<file path="src/rtl/ysyx_22040931_lsu.sv">
// Multi-cycle load/store unit between EX and WB: aligns stores onto byte lanes, extends loads,
// flags misaligned/illegal accesses and stalls EX via in_ready while a bus transaction is open.
module ysyx_22040931_lsu #(
    parameter int DATA_W = 64,
    parameter int ADDR_W = 64,
    parameter int PC_W   = 64,
    parameter int REG_W  = 5
) (
    input  logic              clk,
    input  logic              rst,
    input  logic              in_valid,
    output logic              in_ready,
    input  logic              mem_ena_i,
    input  logic              mem_wr_i,
    input  logic [2:0]        memop_i,
    input  logic [ADDR_W-1:0] addr_i,
    input  logic [DATA_W-1:0] wdata_i,
    input  logic              w_ena_i,
    input  logic [REG_W-1:0]  w_addr_i,
    input  logic [DATA_W-1:0] w_data_i,
    input  logic [PC_W-1:0]   pc_i,
    output logic              req_valid,
    input  logic              req_ready,
    output logic              req_wr,
    output logic [ADDR_W-1:0] req_addr,
    output logic [DATA_W-1:0] req_wdata,
    output logic [DATA_W/8-1:0] req_wmask,
    input  logic              rsp_valid,
    input  logic [DATA_W-1:0] rsp_rdata,
    output logic              out_valid,
    output logic              w_ena,
    output logic [REG_W-1:0]  w_addr,
    output logic [DATA_W-1:0] w_data,
    output logic [PC_W-1:0]   pc_o,
    output logic              misalign_o
);

    localparam int LANES = DATA_W / 8;
    localparam int OFS_W = $clog2(LANES);

    typedef enum logic [1:0] {S_IDLE, S_REQ, S_WAIT} state_e;

    state_e              state_q, state_d;
    logic                req_wr_q, req_wr_d;
    logic [ADDR_W-1:0]   req_addr_q, req_addr_d;
    logic [DATA_W-1:0]   req_wdata_q, req_wdata_d;
    logic [LANES-1:0]    req_wmask_q, req_wmask_d;
    logic [1:0]          size_q, size_d;
    logic                uns_q, uns_d;
    logic [OFS_W-1:0]    ofs_q, ofs_d;
    logic                pend_wena_q, pend_wena_d;
    logic [REG_W-1:0]    pend_waddr_q, pend_waddr_d;
    logic [PC_W-1:0]     pend_pc_q, pend_pc_d;
    logic                out_valid_q, out_valid_d;
    logic                w_ena_q, w_ena_d;
    logic [REG_W-1:0]    w_addr_q, w_addr_d;
    logic [DATA_W-1:0]   w_data_q, w_data_d;
    logic [PC_W-1:0]     pc_o_q, pc_o_d;
    logic                misalign_q, misalign_d;

    function automatic logic [DATA_W-1:0] data_mask(input logic [1:0] sz);
        int unsigned nbits;
        nbits = 8 << sz;
        if (nbits >= DATA_W) data_mask = '1;
        else                 data_mask = (DATA_W'(1) << nbits) - DATA_W'(1);
    endfunction

    function automatic logic [LANES-1:0] byte_mask(input logic [1:0] sz);
        int unsigned nbytes;
        nbytes = 1 << sz;
        if (nbytes >= LANES) byte_mask = '1;
        else                 byte_mask = (LANES'(1) << nbytes) - LANES'(1);
    endfunction

    logic [1:0]          acc_size;
    logic [2:0]          align_mask;
    logic                acc_bad;
    logic [OFS_W-1:0]    acc_ofs;
    logic [DATA_W-1:0]   ld_shift;
    logic [DATA_W-1:0]   ld_mask;
    logic                ld_sign;
    logic [DATA_W-1:0]   ld_val;

    always_comb begin
        acc_size   = memop_i[1:0];
        align_mask = (3'd1 << acc_size) - 3'd1;
        acc_bad    = (|(addr_i[2:0] & align_mask)) || (acc_size == 2'd3 && DATA_W == 32);
        acc_ofs    = addr_i[OFS_W-1:0];

        // Load extraction works from the size/offset captured at accept, not the live inputs.
        ld_shift = rsp_rdata >> {ofs_q, 3'b000};
        ld_mask  = data_mask(size_q);
        case (size_q)
            2'd0:    ld_sign = ld_shift[7];
            2'd1:    ld_sign = ld_shift[15];
            2'd2:    ld_sign = ld_shift[31];
            default: ld_sign = 1'b0;
        endcase
        ld_sign = ld_sign & ~uns_q;
        ld_val  = (ld_shift & ld_mask) | (ld_sign ? ~ld_mask : '0);
    end

    always_comb begin
        state_d      = state_q;
        req_wr_d     = req_wr_q;
        req_addr_d   = req_addr_q;
        req_wdata_d  = req_wdata_q;
        req_wmask_d  = req_wmask_q;
        size_d       = size_q;
        uns_d        = uns_q;
        ofs_d        = ofs_q;
        pend_wena_d  = pend_wena_q;
        pend_waddr_d = pend_waddr_q;
        pend_pc_d    = pend_pc_q;
        out_valid_d  = 1'b0;
        w_ena_d      = w_ena_q;
        w_addr_d     = w_addr_q;
        w_data_d     = w_data_q;
        pc_o_d       = pc_o_q;
        misalign_d   = misalign_q;

        case (state_q)
            S_IDLE: begin
                if (in_valid) begin
                    if (!mem_ena_i || acc_bad) begin
                        out_valid_d = 1'b1;
                        w_ena_d     = mem_ena_i ? 1'b0 : w_ena_i;
                        w_data_d    = mem_ena_i ? '0 : w_data_i;
                        misalign_d  = mem_ena_i;
                        w_addr_d    = w_addr_i;
                        pc_o_d      = pc_i;
                    end else begin
                        state_d      = S_REQ;
                        req_wr_d     = mem_wr_i;
                        req_addr_d   = {addr_i[ADDR_W-1:OFS_W], {OFS_W{1'b0}}};
                        req_wdata_d  = mem_wr_i ? ((wdata_i & data_mask(acc_size)) << {acc_ofs, 3'b000}) : '0;
                        req_wmask_d  = mem_wr_i ? (byte_mask(acc_size) << acc_ofs) : '0;
                        size_d       = acc_size;
                        uns_d        = memop_i[2];
                        ofs_d        = acc_ofs;
                        pend_wena_d  = w_ena_i;
                        pend_waddr_d = w_addr_i;
                        pend_pc_d    = pc_i;
                    end
                end
            end
            S_REQ: begin
                if (req_ready) state_d = S_WAIT;
            end
            S_WAIT: begin
                if (rsp_valid) begin
                    state_d     = S_IDLE;
                    out_valid_d = 1'b1;
                    w_ena_d     = req_wr_q ? 1'b0 : pend_wena_q;
                    w_data_d    = req_wr_q ? '0 : ld_val;
                    misalign_d  = 1'b0;
                    w_addr_d    = pend_waddr_q;
                    pc_o_d      = pend_pc_q;
                end
            end
            default: state_d = S_IDLE;
        endcase
    end

    always_ff @(posedge clk) begin
        if (rst) begin
            state_q      <= S_IDLE;
            req_wr_q     <= 1'b0;
            req_addr_q   <= '0;
            req_wdata_q  <= '0;
            req_wmask_q  <= '0;
            size_q       <= '0;
            uns_q        <= 1'b0;
            ofs_q        <= '0;
            pend_wena_q  <= 1'b0;
            pend_waddr_q <= '0;
            pend_pc_q    <= '0;
            out_valid_q  <= 1'b0;
            w_ena_q      <= 1'b0;
            w_addr_q     <= '0;
            w_data_q     <= '0;
            pc_o_q       <= '0;
            misalign_q   <= 1'b0;
        end else begin
            state_q      <= state_d;
            req_wr_q     <= req_wr_d;
            req_addr_q   <= req_addr_d;
            req_wdata_q  <= req_wdata_d;
            req_wmask_q  <= req_wmask_d;
            size_q       <= size_d;
            uns_q        <= uns_d;
            ofs_q        <= ofs_d;
            pend_wena_q  <= pend_wena_d;
            pend_waddr_q <= pend_waddr_d;
            pend_pc_q    <= pend_pc_d;
            out_valid_q  <= out_valid_d;
            w_ena_q      <= w_ena_d;
            w_addr_q     <= w_addr_d;
            w_data_q     <= w_data_d;
            pc_o_q       <= pc_o_d;
            misalign_q   <= misalign_d;
        end
    end

    assign in_ready   = (state_q == S_IDLE);
    assign req_valid  = (state_q == S_REQ);
    assign req_wr     = req_wr_q;
    assign req_addr   = req_addr_q;
    assign req_wdata  = req_wdata_q;
    assign req_wmask  = req_wmask_q;
    assign out_valid  = out_valid_q;
    assign w_ena      = w_ena_q;
    assign w_addr     = w_addr_q;
    assign w_data     = w_data_q;
    assign pc_o       = pc_o_q;
    assign misalign_o = misalign_q;

endmodule

</file>
<file path="config.mk">
export PLATFORM = sky130hd
export DESIGN_NAME = ysyx_22040931_lsu
export DESIGN_NICKNAME = d
export VERILOG_FILES = /design/src/rtl/ysyx_22040931_lsu.sv
export SDC_FILE = /design/constraint.sdc
export NUM_CORES = 1
export LEC_CHECK = 0
export CELL_PAD_IN_SITES_DETAIL_PLACEMENT = 1
export CELL_PAD_IN_SITES_GLOBAL_PLACEMENT = 2
export CORE_MARGIN = 2
export CORE_UTILIZATION = 25
export CTS_CLUSTER_SIZE = 24
export DETAILED_ROUTE_END_ITERATION = 12
export GPL_ROUTABILITY_DRIVEN = 0
export PLACE_DENSITY_LB_ADDON = 0.3
export SYNTH_ARGS = -nofsm -noshare
export SYNTH_HDL_FRONTEND = slang
export SYNTH_SLANG_ARGS = --single-unit
</file>
<file path="constraint.sdc">
create_clock -name clk -period 2.4 [get_ports clk]
set_input_delay 0.48 -clock clk [delete_from_list [all_inputs] [get_ports clk]]
set_output_delay 0.48 -clock clk [all_outputs]
set_load 0.03 [all_outputs]
</file>
# After elaboration in Yosys (flattened, before gate mapping)
# Index checks and enable logic that the tools add are counted.
[word_totals]
reg_bits = 348
inputBits = 336
output_inout_bits = 275
elab_cells = 106
[op_classes]
add_sub_neg = 4
magnitude_cmp = 3
n_eq_ne = 9
n_shift = 10
muxes = 46
bitwise_logic = 8
n_reduce_logical = 9
[ops]
columns = ["op", "count"]
rows = [
  ["64-bit two-way mux", 15],
  ["64-bit one-hot mux with 2 select lines", 2],
  ["64-bit bitwise AND", 2],
  ["1-bit by 32-bit left shift with 64-bit output (first input constant)", 2],
  ["64-bit by 2-bit subtractor with 64-bit output (second input constant)", 2],
  ["32-bit by 7-bit greater-or-equal comparator with 1-bit output (second input constant)", 2],
  ["64-bit NOT", 1],
  ["64-bit OR", 1],
  ["4-bit by 2-bit left shift with 32-bit output (first input constant)", 2],
  ["64-bit by 6-bit left shift with 64-bit output", 1],
  ["64-bit by 6-bit right shift with 64-bit output", 1],
  ["8-bit two-way mux", 5],
  ["32-bit by 4-bit greater-or-equal comparator with 1-bit output (second input constant)", 1],
  ["1-bit by 2-bit left shift with 32-bit output (first input constant)", 1],
  ["1-bit by 32-bit left shift with 8-bit output (first input constant)", 1],
  ["5-bit two-way mux", 3],
  ["1-bit two-way mux", 11],
  ["5-bit one-hot mux with 2 select lines", 1],
  ["2-bit two-way mux", 4],
  ["4-bit AND reduction", 2],
  ["8-bit by 3-bit left shift with 8-bit output", 1],
  ["8-bit by 2-bit subtractor with 8-bit output (second input constant)", 1],
  ["2-bit inequality test (second input constant)", 3],
  ["1-bit one-hot mux with 2 select lines", 3],
  ["other kinds (16)", 21],
]

# Longest topological paths before layout
# Gate-level depths: netlist of the first run.
[logic_depth]
word_depth = 11
ltp_mapped = 9
depth_no_buf = 5

# Worst setup path before layout of the first run
# No wires, ideal clock.
[synth_timing]
path_type = "input port to flip-flop"
start = "input addr_i[0]"
end = "register req_wdata_q[44] (netlist: req_wdata[44])"
setup_time_ns = 0.128
t_arrival_ns = 1.895
setup_slack_ns = 0.377
cell_stages = 8
n_path_buf = 3
cell_sequence = "buf_2 -> buf_2 -> buf_2 -> mux2_2 -> a32oi_1 -> o22ai_1 -> a22oi_1 -> nor2_1"
[synth_via]
elab_chain_cells = 5
elab_cells_between_ends = 7
cone_classes = "shift (1); mux (1); bitwise (2); reduce/logical (3)"
[synth_rtl]
columns = ["item", "line_no", "source"]
rows = [
  ["start: declaration", "16", "input logic [ADDR_W-1:0] addr_i,"],
  ["parallel branches: the longest is 5 deep, another holds 64-bit by 6-bit left shift with 64-bit output", "n/a", ""],
  ["end signal: assignment", "188", "req_wdata_q <= req_wdata_d;"],
  ["end: declaration", "46", "logic [DATA_W-1:0] req_wdata_q, req_wdata_d;"],
]
# Parallel ways; which one is timed is not known.
# A chain may end at the register's enable or synchronous reset.

# Worst setup path after layout of the first run
[layout_timing]
start = "register state_q[0]"
end = "output req_valid"
[layout_via]
elab_chain_cells = 1
[layout_rtl]
columns = ["item", "line_no", "source"]
rows = [
  ["start: declaration", "43", "state_e state_q, state_d;"],
  ["start signal: assignment", "185", "state_q <= state_d;"],
  ["2-bit by 1-bit equality test with 1-bit output", "206", "assign req_valid = (state_q == S_REQ);"],
  ["end: declaration", "22", "output logic req_valid,"],
]
# No other way between the ends.

==> qor.yml, run 1 <==
cts.path.max_buffers: 3
final_cell_count_no_fill: 3669
layout-area-overhead-vs-synth_pct: 56.55
hold_buffers: 0
placement.cell_area_sq_um: 25170
grt_pass1_vias: 19684
grt_setup_unrepaired: "false"
power-per-cell-area_nw_per_um2: 631.6
finalNetCount: 3076
final_common_cell: "sky130_fd_sc_hd__clkdlybuf4s50_1"
netlist-cell-type-count: 62
route.vias.total: 18846
critPathRequiredTime_ps: 1920
number_of_rows_in_the_core_area: 95
detailed_routing_iteration_count_for_the_pre_antenna_repair_pass: 5
route.antenna.remaining_nets: 0
async_reset_ff_share_pct: 0
cpLargestDelayFamily: "flip-flops"
maxClockFrequency_mhz: 445.4
slew_viol_final: 0
globalRouteTotalUtil_pct: 22.96
worst_case_vdd_ir_drop_uv: 449.4
cp.buffers_inverters: 2
die_footprint_sq_um: 70430
grt_max_degree: 167
crit_type: "flop to output port"
drt-initial-drc-count: 906
floorplan.core_area_sq_um: 67400
synth.cell_area_sq_um: 17080
cts.htree.levels: 2
holdCritPathClass: "input port to flop"
cellLeakagePower_nw: 9.701
number_of_enable_flip_flop_cells_after_synthesis: 0
port_buffers: 607
setup_viol: 0
grt-busiest-layer: "met2"
numPlacedInstances: 3566
clk_latency_ps: 580
netlist_instances: 2115
place_hpwl_um: 63850
post_drt_via_cell_ratio: 5.137
grtUsageMet2_pct: 38.54
timing.final.crit_period_ps: 2245
die_width_um: 265.4
run_status: "complete, no violations"
starting_density_of_the_core_pct: 25.34
top_level_ports: 611
synth_seq_cells: 348
cts_num_sinks: 348
die_y_um: 265.4
final_layout_size_suffix_gt1_share_pct: 13.18
synth_area_leader_cell: "sky130_fd_sc_hd__dfxtp_1"
synth_area_per_cell_sq_um: 8.076
final_util_pct: 39.68
clock_tree_from_tritoncts: "built"
final_cell_area_sq_um: 26740
antenna_found_initial: 26
synth_top_area_cells: "sky130_fd_sc_hd__dfxtp_1 (41%), sky130_fd_sc_hd__nand2_1 (11%), sky130_fd_sc_hd__a21oi_1 (7.4%)"
worst-endpoint-arrival_ps: 1770
grt_overflow_total: 0
netlist.area_leader.share_pct: 40.79
yosysWarningCount: 0
fin_skew_ps: 14.03
post-layout-total-power_mw: 16.89
use_met3_pct: 6.230
commonest_cells_after_routing_fill_and_taps_aside: "sky130_fd_sc_hd__clkdlybuf4s50_1 (601), sky130_fd_sc_hd__nand2_1 (513), sky130_fd_sc_hd__dfxtp_1 (346)"
fin_setup_tns_ps: 0
critical_path.startpoint_type: "flop"
routed_wl_um: 84090
max_stage_delay_ps: 580
sort_of_element_at_the_end_of_the_critical_path: "output port"
cap_violations: 0
met1_usage_pct: 26.44
clkTransAtPathRegs_ps: 60
drc: 0
synth-main-ff-cell: "sky130_fd_sc_hd__dfxtp_1"
cts_made_buffers: 45
yosysSeqAreaShare_pct: 40.79
post_cts_buffers: 0
routedWlPerCell_um: 22.92
clock-root-buffer: "sky130_fd_sc_hd__clkbuf_16"
final.period_utilization_pct: 93.55
path_max_fanout: 8
cpMaxStageDelayCell: "sky130_fd_sc_hd__dfxtp_1"
grt_pass1_wl_um: 124000
final_hold_viol_count: 0
worst_slew_margin_rel_pct: 43.59
timing_worst_slew_pin_value_ps: 846.1
path_cells: "inv_1 > nor2_1 > buf_12"
## logic make-up after synthesis
kind of cell	share of synthesized area [%]
mux	9.853
other cells	0.02196
simple gates	18.31
compound gates	25.44
buf+inv	5.582
flops	40.79
## worst register-to-register path, cell delays in order, from the launching register on
cell                      delay [ps]
sky130_fd_sc_hd__dfxtp_2         490
sky130_fd_sc_hd__buf_4           250
sky130_fd_sc_hd__mux2i_1          90
sky130_fd_sc_hd__a22o_1          280
sky130_fd_sc_hd__buf_4           150
sky130_fd_sc_hd__nor4_2          370
sky130_fd_sc_hd__a22oi_2         160
sky130_fd_sc_hd__buf_12          190
sky130_fd_sc_hd__o22ai_1         180
## area by class of cell
class	count	area [sq um]
Clock inverter	18	203.9
Tap cell	873	1092
Multi-Input combinational cell	1553	9240
Inverter	11	41.29
Timing Repair Buffer	781	7838
Antenna cell	20	50.05
Sequential cell	348	6972
Clock buffer	65	1303
Fill cell	7813	40660
## through the flow
step / hold WS, ps / worst slack (ps)
2_1_floorplan: 436.1 / 377.2
3_3_place_gp: 437.6 / -340.1
3_5_place_dp: 447.2 / -516.8
4_1_cts: 113.0 / 44.52
5_1_grt: 143.4 / 18.26
6_report: 151.6 / 154.8
## path summary, 6_finish.rpt
| kind | slack (ps) | depth (start not counted) | endpoint | startpoint |
|---|---|---|---|---|
| max reg2reg | 180 | 8 | w_data[20]$_SDFFE_PP0P_ | ofs_q[1]$_SDFFE_PP0P_ |
| min | 150 | 2 | req_wmask[5]$_SDFFE_PP0P_ | rst |
| max | 150 | 3 | req_valid | state_q[0]$_SDFFE_PP0P_ |
| min reg2reg | 460 | 2 | req_addr[15]$_SDFFE_PP0P_ | req_addr[15]$_SDFFE_PP0P_ |
## cell usage after synthesis, drive strengths merged (4+ instances only)
| cell type | number |
|---|---|
| and3 | 23 |
| o211ai | 14 |
| clkbuf | 112 |
| mux2i | 50 |
| nand2b | 5 |
| a211oi | 13 |
| mux2 | 59 |
| a21oi | 254 |
| nand3b | 14 |
| a21o | 10 |
| buf | 93 |
| a22oi | 33 |
| a2bb2oi | 16 |
| nand3 | 17 |
| o221a | 7 |
| nor2b | 13 |
| o2111ai | 8 |
| a22o | 33 |
| inv | 9 |
| a221oi | 19 |
| nor3 | 13 |
| mux4 | 23 |
| dfxtp | 348 |
| nor4 | 4 |
| o21ai | 94 |
| a221o | 9 |
| nand2 | 513 |
| o31ai | 26 |
| a311oi | 69 |
| a32oi | 8 |
| o22ai | 32 |
| nor2 | 146 |
## report_power, final
part           switching (mW)  internal, mW
clock network            2.80          4.12
logic                    2.01          1.69
registers               0.186          6.08
total                    5.00          11.9
## registers in the layout, summed over array words and instances, names as in the netlist
register / count
pc_o: 64
pend_pc_q: 64
req_wdata: 64
w_data: 64
req_addr: 61
req_wmask: 8
pend_waddr_q: 5
w_addr: 5
ofs_q: 3
size_q: 2
state_q: 2
misalign_o: 1
out_valid: 1
pend_wena_q: 1
req_wr: 1
uns_q: 1
w_ena: 1
## repair_timing
item                                    4_1_cts  5_1_grt
gates resized for setup                       0        4
hold endpoints to repair                      0        0
endpoints found under the setup margin        0        6
## routing by layer
metal  vias up  share of wire [%]
met3       183                7.1
met5         -              0.086
met4        10                5.3
met1      9197                 40
met2       633                 48
li1       8823                  -
Power figures use the tool's default switching activity.
==> run 2, diff against run 1 <==
--- a/config.mk
+++ b/config.mk
@@ -8,7 +8,7 @@
 export CELL_PAD_IN_SITES_DETAIL_PLACEMENT = 1
 export CELL_PAD_IN_SITES_GLOBAL_PLACEMENT = 2
 export CORE_MARGIN = 2
-export CORE_UTILIZATION = 25
+export CORE_UTILIZATION = 27
 export CTS_CLUSTER_SIZE = 24
 export DETAILED_ROUTE_END_ITERATION = 12
 export GPL_ROUTABILITY_DRIVEN = 0
==> constraint.sdc (replaced) <==
create_clock -name clk -period 2.6 [get_ports clk]
set_input_delay 0.52 -clock clk [delete_from_list [all_inputs] [get_ports clk]]
set_output_delay 0.52 -clock clk [all_outputs]
set_load 0.03 [all_outputs]
==> qor.yml, run 2 (synthesized netlist as in run 1, its figures left out) <==
grt_pass1_wl_um: 124200
setup_viol: 0
starting_density_of_the_core_pct: 27.18
critPathRequiredTime_ps: 2080
die_width_um: 255.5
path_cells: "clkdlybuf4s50_1"
final_layout_size_suffix_gt1_share_pct: 11.87
launch_point_of_the_worst_hold_path: "addr_i[0]"
max_stage_delay_ps: 800
numPlacedInstances: 3504
globalRouteTotalUtil_pct: 24.41
clkTransAtPathRegs_ps: 50
detailed_routing_iteration_count_for_the_pre_antenna_repair_pass: 5
die_y_um: 255.5
cts.htree.levels: 2
layout-area-overhead-vs-synth_pct: 53.19
drt-initial-drc-count: 1036
final_util_pct: 41.63
route.antenna.remaining_nets: 0
worst_reg_to_reg_path_cell_count: 6
nFillCells: 7383
worst_case_vdd_ir_drop_uv: 406.4
worst_hold_path.num_cells: 3
reg2reg_slack_ps: 300
final_cell_area_sq_um: 26170
area_of_combinational_cells_with_multiple_inputs_sq_um: 9240
placement.cell_area_sq_um: 24700
cts.path.max_buffers: 3
holdCritPathClass: "input port to flop"
crit_type: "flop to output port"
slew_viol_final: 0
floorplan.core_area_sq_um: 62850
grt_pass1_vias: 19462
final_hold_viol_count: 0
reg2reg_from: "ofs_q[2]$_SDFFE_PP0P_"
run_status: "complete, no violations"
routedWlPerCell_um: 23.12
timing.final.crit_period_ps: 2366
sequential_cell_area_sq_um: 6972
route.vias.total: 18655
cpLargestDelayFamily: "buffers and inverters"
post_drt_via_cell_ratio: 5.198
place_hpwl_um: 61680
cap_violations: 0
top_level_ports: 611
cellLeakagePower_nw: 9.433
clock-root-buffer: "sky130_fd_sc_hd__clkbuf_16"
fin_skew_ps: 14.32
finalNetCount: 3041
antenna_found_initial: 11
fin_setup_tns_ps: 0
maxClockFrequency_mhz: 422.6
timing_worst_slew_pin_value_ps: 970.2
clk_latency_ps: 580
r2r_end: "w_data[47]$_SDFFE_PP0P_"
number_of_rows_in_the_core_area: 92
routed_wl_um: 82990
final_cell_count_no_fill: 3589
grt_overflow_total: 0
path_max_fanout: 4
drc: 0
die_footprint_sq_um: 65290
cts_num_sinks: 348
port_buffers: 607
power-per-cell-area_nw_per_um2: 583.6
worst_hold_path.endpoint: "ofs_q[0]$_SDFFE_PP0P_"
worst_slew_margin_rel_pct: 34.78
commonest_cells_after_routing_fill_and_taps_aside: "sky130_fd_sc_hd__clkdlybuf4s50_1 (601), sky130_fd_sc_hd__nand2_1 (513), sky130_fd_sc_hd__dfxtp_1 (346)"
post_cts_buffers: 0
finalHoldWorstSlack_ps: 322.4
cts_made_buffers: 44
cpMaxStageDelayCell: "sky130_fd_sc_hd__clkdlybuf4s50_1"
final_common_cell: "sky130_fd_sc_hd__clkdlybuf4s50_1"
critical_path.startpoint_type: "flop"
clock_tree_from_tritoncts: "built"
grt_setup_unrepaired: "false"
final.period_utilization_pct: 91.01
sort_of_element_at_the_end_of_the_critical_path: "output port"
worst-endpoint-arrival_ps: 1850
cp.buffers_inverters: 1
grt_max_degree: 161
[run 2: cell count changes in the layout (fill, tap and decap cells not counted), sizes merged]
cell / change
clkinv: -2
dlygate4sd2: +1
clkbuf: +2
inv: -1
clkinvlp: -2
nor4: +1
buf: -36
bufinv: -1
dlymetal6s2s: -1
diode: -14
[run 2: routing by layer]
metal	global-route usage (%)	share of wire, %	vias to the layer above
met5	0	0.049	-
met4	10.07	4.3	6
met3	6.328	6.5	152
met2	42.42	49	617
met1	28.45	40	9127
li1	-	-	8753
[run 2: worst max-delay path by stage]
stage / from / end / slack [ps] / cells after the start
4_1_cts: ofs_q[0]$_SDFFE_PP0P_ / w_data[47]$_SDFFE_PP0P_ / 50 / 7
3_3_place_gp: rsp_rdata[31] / w_data[47]$_SDFFE_PP0P_ / -430 / 8
5_1_grt: state_q[0]$_SDFFE_PP0P_ / req_valid / 140 / 3
6_report: req_wr$_SDFFE_PP0P_ / req_wr / 230 / 1
3_5_place_dp: rsp_rdata[39] / w_data[47]$_SDFFE_PP0P_ / -460 / 8
2_1_floorplan: addr_i[0] / req_wdata[44]$_SDFFE_PP0P_ / 540 / 8
[run 2: power breakdown]
part	switching [mW]	internal (mW)
Sequential	0.174	5.61
Combinational	1.83	1.50
Clock	2.52	3.64
Total	4.52	10.7
[run 2: through the flow]
step,power (mW),worst slack [ps]
6_report,15.27,233.8
2_1_floorplan,7.464,537.2
5_1_grt,15.92,135.3
3_3_place_gp,9.150,-428.4
4_1_cts,15.43,49.06
3_5_place_dp,9.211,-463.5
[run 2: final cells by class]
| class | instances | share of cell area, % |
|---|---|---|
| antenna | 6 | 0.05738 |
| clock buffer | 66 | 4.945 |
| clock inverter | 12 | 0.5356 |
| inverter | 11 | 0.1578 |
| multi-input combinational | 1554 | 35.31 |
| sequential | 348 | 26.64 |
| tap | 846 | 4.046 |
| timing repair buffer | 746 | 28.30 |
[run 2: timing repair]
action | in CTS | in global routing
gates resized for setup | 1 | 0
pin swaps | 0 | 1
hold buffers | 0 | 0
setup endpoints to repair | 1 | 15
endpoints found under the hold margin | 0 | 0
cloned | 0 | 1
==> run 3, diff against run 2 <==
--- a/config.mk
+++ b/config.mk
@@ -7,7 +7,6 @@
 export LEC_CHECK = 0
 export CELL_PAD_IN_SITES_DETAIL_PLACEMENT = 1
 export CELL_PAD_IN_SITES_GLOBAL_PLACEMENT = 2
-export CORE_MARGIN = 2
 export CORE_UTILIZATION = 27
 export CTS_CLUSTER_SIZE = 24
 export DETAILED_ROUTE_END_ITERATION = 12
==> constraint.sdc (replaced) <==
create_clock -name clk -period 2.9 [get_ports clk]
set_input_delay 0.58 -clock clk [delete_from_list [all_inputs] [get_ports clk]]
set_output_delay 0.58 -clock clk [all_outputs]
set_load 0.03 [all_outputs]
==> qor.yml, run 3 (synthesized netlist as in run 1, its figures left out) <==
final_hold_viol_count: 0
path_max_fanout: 5
dr_wl_met2_um: 39520
top_layer: "met5"
worst-endpoint-arrival_ps: 2050
starting_density_of_the_core_pct: 27.52
die_footprint_sq_um: 64270
die_width_um: 253.5
maxClockFrequency_mhz: 380.9
routed_length_on_met1_um: 32770
numPlacedInstances: 3443
routed_wl_um: 80320
worst_case_vdd_ir_drop_uv: 395.8
port_buffers: 607
final.period_utilization_pct: 90.53
final_common_cell: "sky130_fd_sc_hd__clkdlybuf4s50_1"
top_level_ports: 611
cpMaxStageDelayCell: "sky130_fd_sc_hd__clkdlybuf4s50_1"
die_y_um: 253.5
place_hpwl_um: 59720
post-layout-total-power_mw: 13.56
grt_max_degree: 127
finalNetCount: 2986
final_cell_count_no_fill: 3527
path_cells: "buf_4 > nor2_1 > clkdlybuf4s50_1"
met3RoutedLength_um: 5318
hold_buffers: 0
run_status: "complete, no violations"
sort_of_element_at_the_end_of_the_critical_path: "output port"
critical_path.startpoint_type: "flop"
grt_overflow_total: 0
route.antenna.remaining_nets: 0
holdCritPathClass: "input port to flop"
cap_violations: 0
cts_num_sinks: 348
setup_viol: 0
fin_setup_tns_ps: 0
cts_made_buffers: 42
antenna_found_initial: 10
clock-root-buffer: "sky130_fd_sc_hd__clkbuf_16"
seqPwrFrac_pct: 38.2
post_drt_via_cell_ratio: 5.186
clock_tree_from_tritoncts: "built"
clk_latency_ps: 590
worst_slew_margin_rel_pct: 22.69
p_switching_mw: 4.034
commonest_cells_after_routing_fill_and_taps_aside: "sky130_fd_sc_hd__clkdlybuf4s50_1 (603), sky130_fd_sc_hd__nand2_1 (513), sky130_fd_sc_hd__dfxtp_1 (346)"
power-per-cell-area_nw_per_um2: 527.2
slew_viol_final: 0
cts.path.max_buffers: 3
number_of_rows_in_the_core_area: 91
internal_power_mw: 9.527
layout-area-overhead-vs-synth_pct: 50.60
cellLeakagePower_nw: 9.160
crit_type: "flop to output port"
floorplan.core_area_sq_um: 62050
cts.htree.levels: 2
detailed_routing_iteration_count_for_the_pre_antenna_repair_pass: 5
drc: 0
switching_share_pct: 29.75
power.share.clock_pct: 40.3
route.vias.total: 18292
finalHoldWorstSlack_ps: 306.6
timing_worst_slew_pin_value_ps: 1155
drt-initial-drc-count: 931
routedWlPerCell_um: 22.77
timing.final.crit_period_ps: 2625
combinational_share_of_power_pct: 21.5
critPathRequiredTime_ps: 2320
grt_setup_unrepaired: "false"
globalRouteTotalUtil_pct: 24.14
dp_worst_setup_slack_ps: -116.1
max_stage_delay_ps: 800
final.setup.worst_slack_ps: 274.7
final_layout_size_suffix_gt1_share_pct: 9.959
clkTransAtPathRegs_ps: 60
grt_pass1_wl_um: 119200
grt_pass1_vias: 19095
fin_skew_ps: 31.30
[run 3: critical path: cells and delay by family, from the launching register on]
| family | cells | cell delay [ps] |
|---|---|---|
| buf+inv | 2 | 990 |
| simple gates | 1 | 110 |
| flops | 1 | 370 |
[run 3: cell type report]
type,count,area [sq um]
Inverter,11,41.29
Antenna cell,9,22.52
Tap cell,837,1047
Fill cell,7191,36330
Clock buffer,62,1216
Sequential cell,348,6972
Timing Repair Buffer,694,6998
Clock inverter,13,193.9
Multi-Input combinational cell,1553,9233
[run 3: per-stage QoR]
| stage | instance area, sq um | util [%] |
|---|---|---|
| floorplan | 17090 | - |
| global placement | 24290 | 39.15 |
| detailed placement | 24290 | 39.15 |
| CTS | 25700 | 41.42 |
| global route | 25710 | 41.44 |
| finish | 25720 | 41.45 |
[run 3: repair_timing]
action / CTS / global route
resized for setup: 1 / 0
setup buffers: 0 / 0
setup endpoints to repair: 1 / 0
[run 3: power groups by stage]
stage | clock (mW) | sequential, mW | combinational [mW]
floorplan | 0 | 5.65 | 1.04
global placement | 0 | 5.28 | 2.87
detailed placement | 0 | 5.28 | 2.92
CTS | 5.62 | 5.18 | 2.93
global route | 5.79 | 5.21 | 3.10
finish | 5.46 | 5.18 | 2.92
[run 3: worst paths after layout]
path / start / endpoint / slack (ps) / depth (start not counted)
max: state_q[1]$_SDFFE_PP0P_ / in_ready / 270 / 3
min reg2reg: req_addr[41]$_SDFFE_PP0P_ / req_addr[41]$_SDFFE_PP0P_ / 450 / 2
max reg2reg: ofs_q[1]$_SDFFE_PP0P_ / w_data[37]$_SDFFE_PP0P_ / 390 / 6
min: addr_i[0] / ofs_q[0]$_SDFFE_PP0P_ / 310 / 3
[run 3: per-layer routing]
| metal | GRT usage [%] | vias up |
|---|---|---|
| met3 | 5.859 | 119 |
| li1 | - | 8634 |
| met1 | 28.42 | 8991 |
| met4 | 8.952 | 8 |
| met5 | 0 | - |
| met2 | 42.17 | 540 |
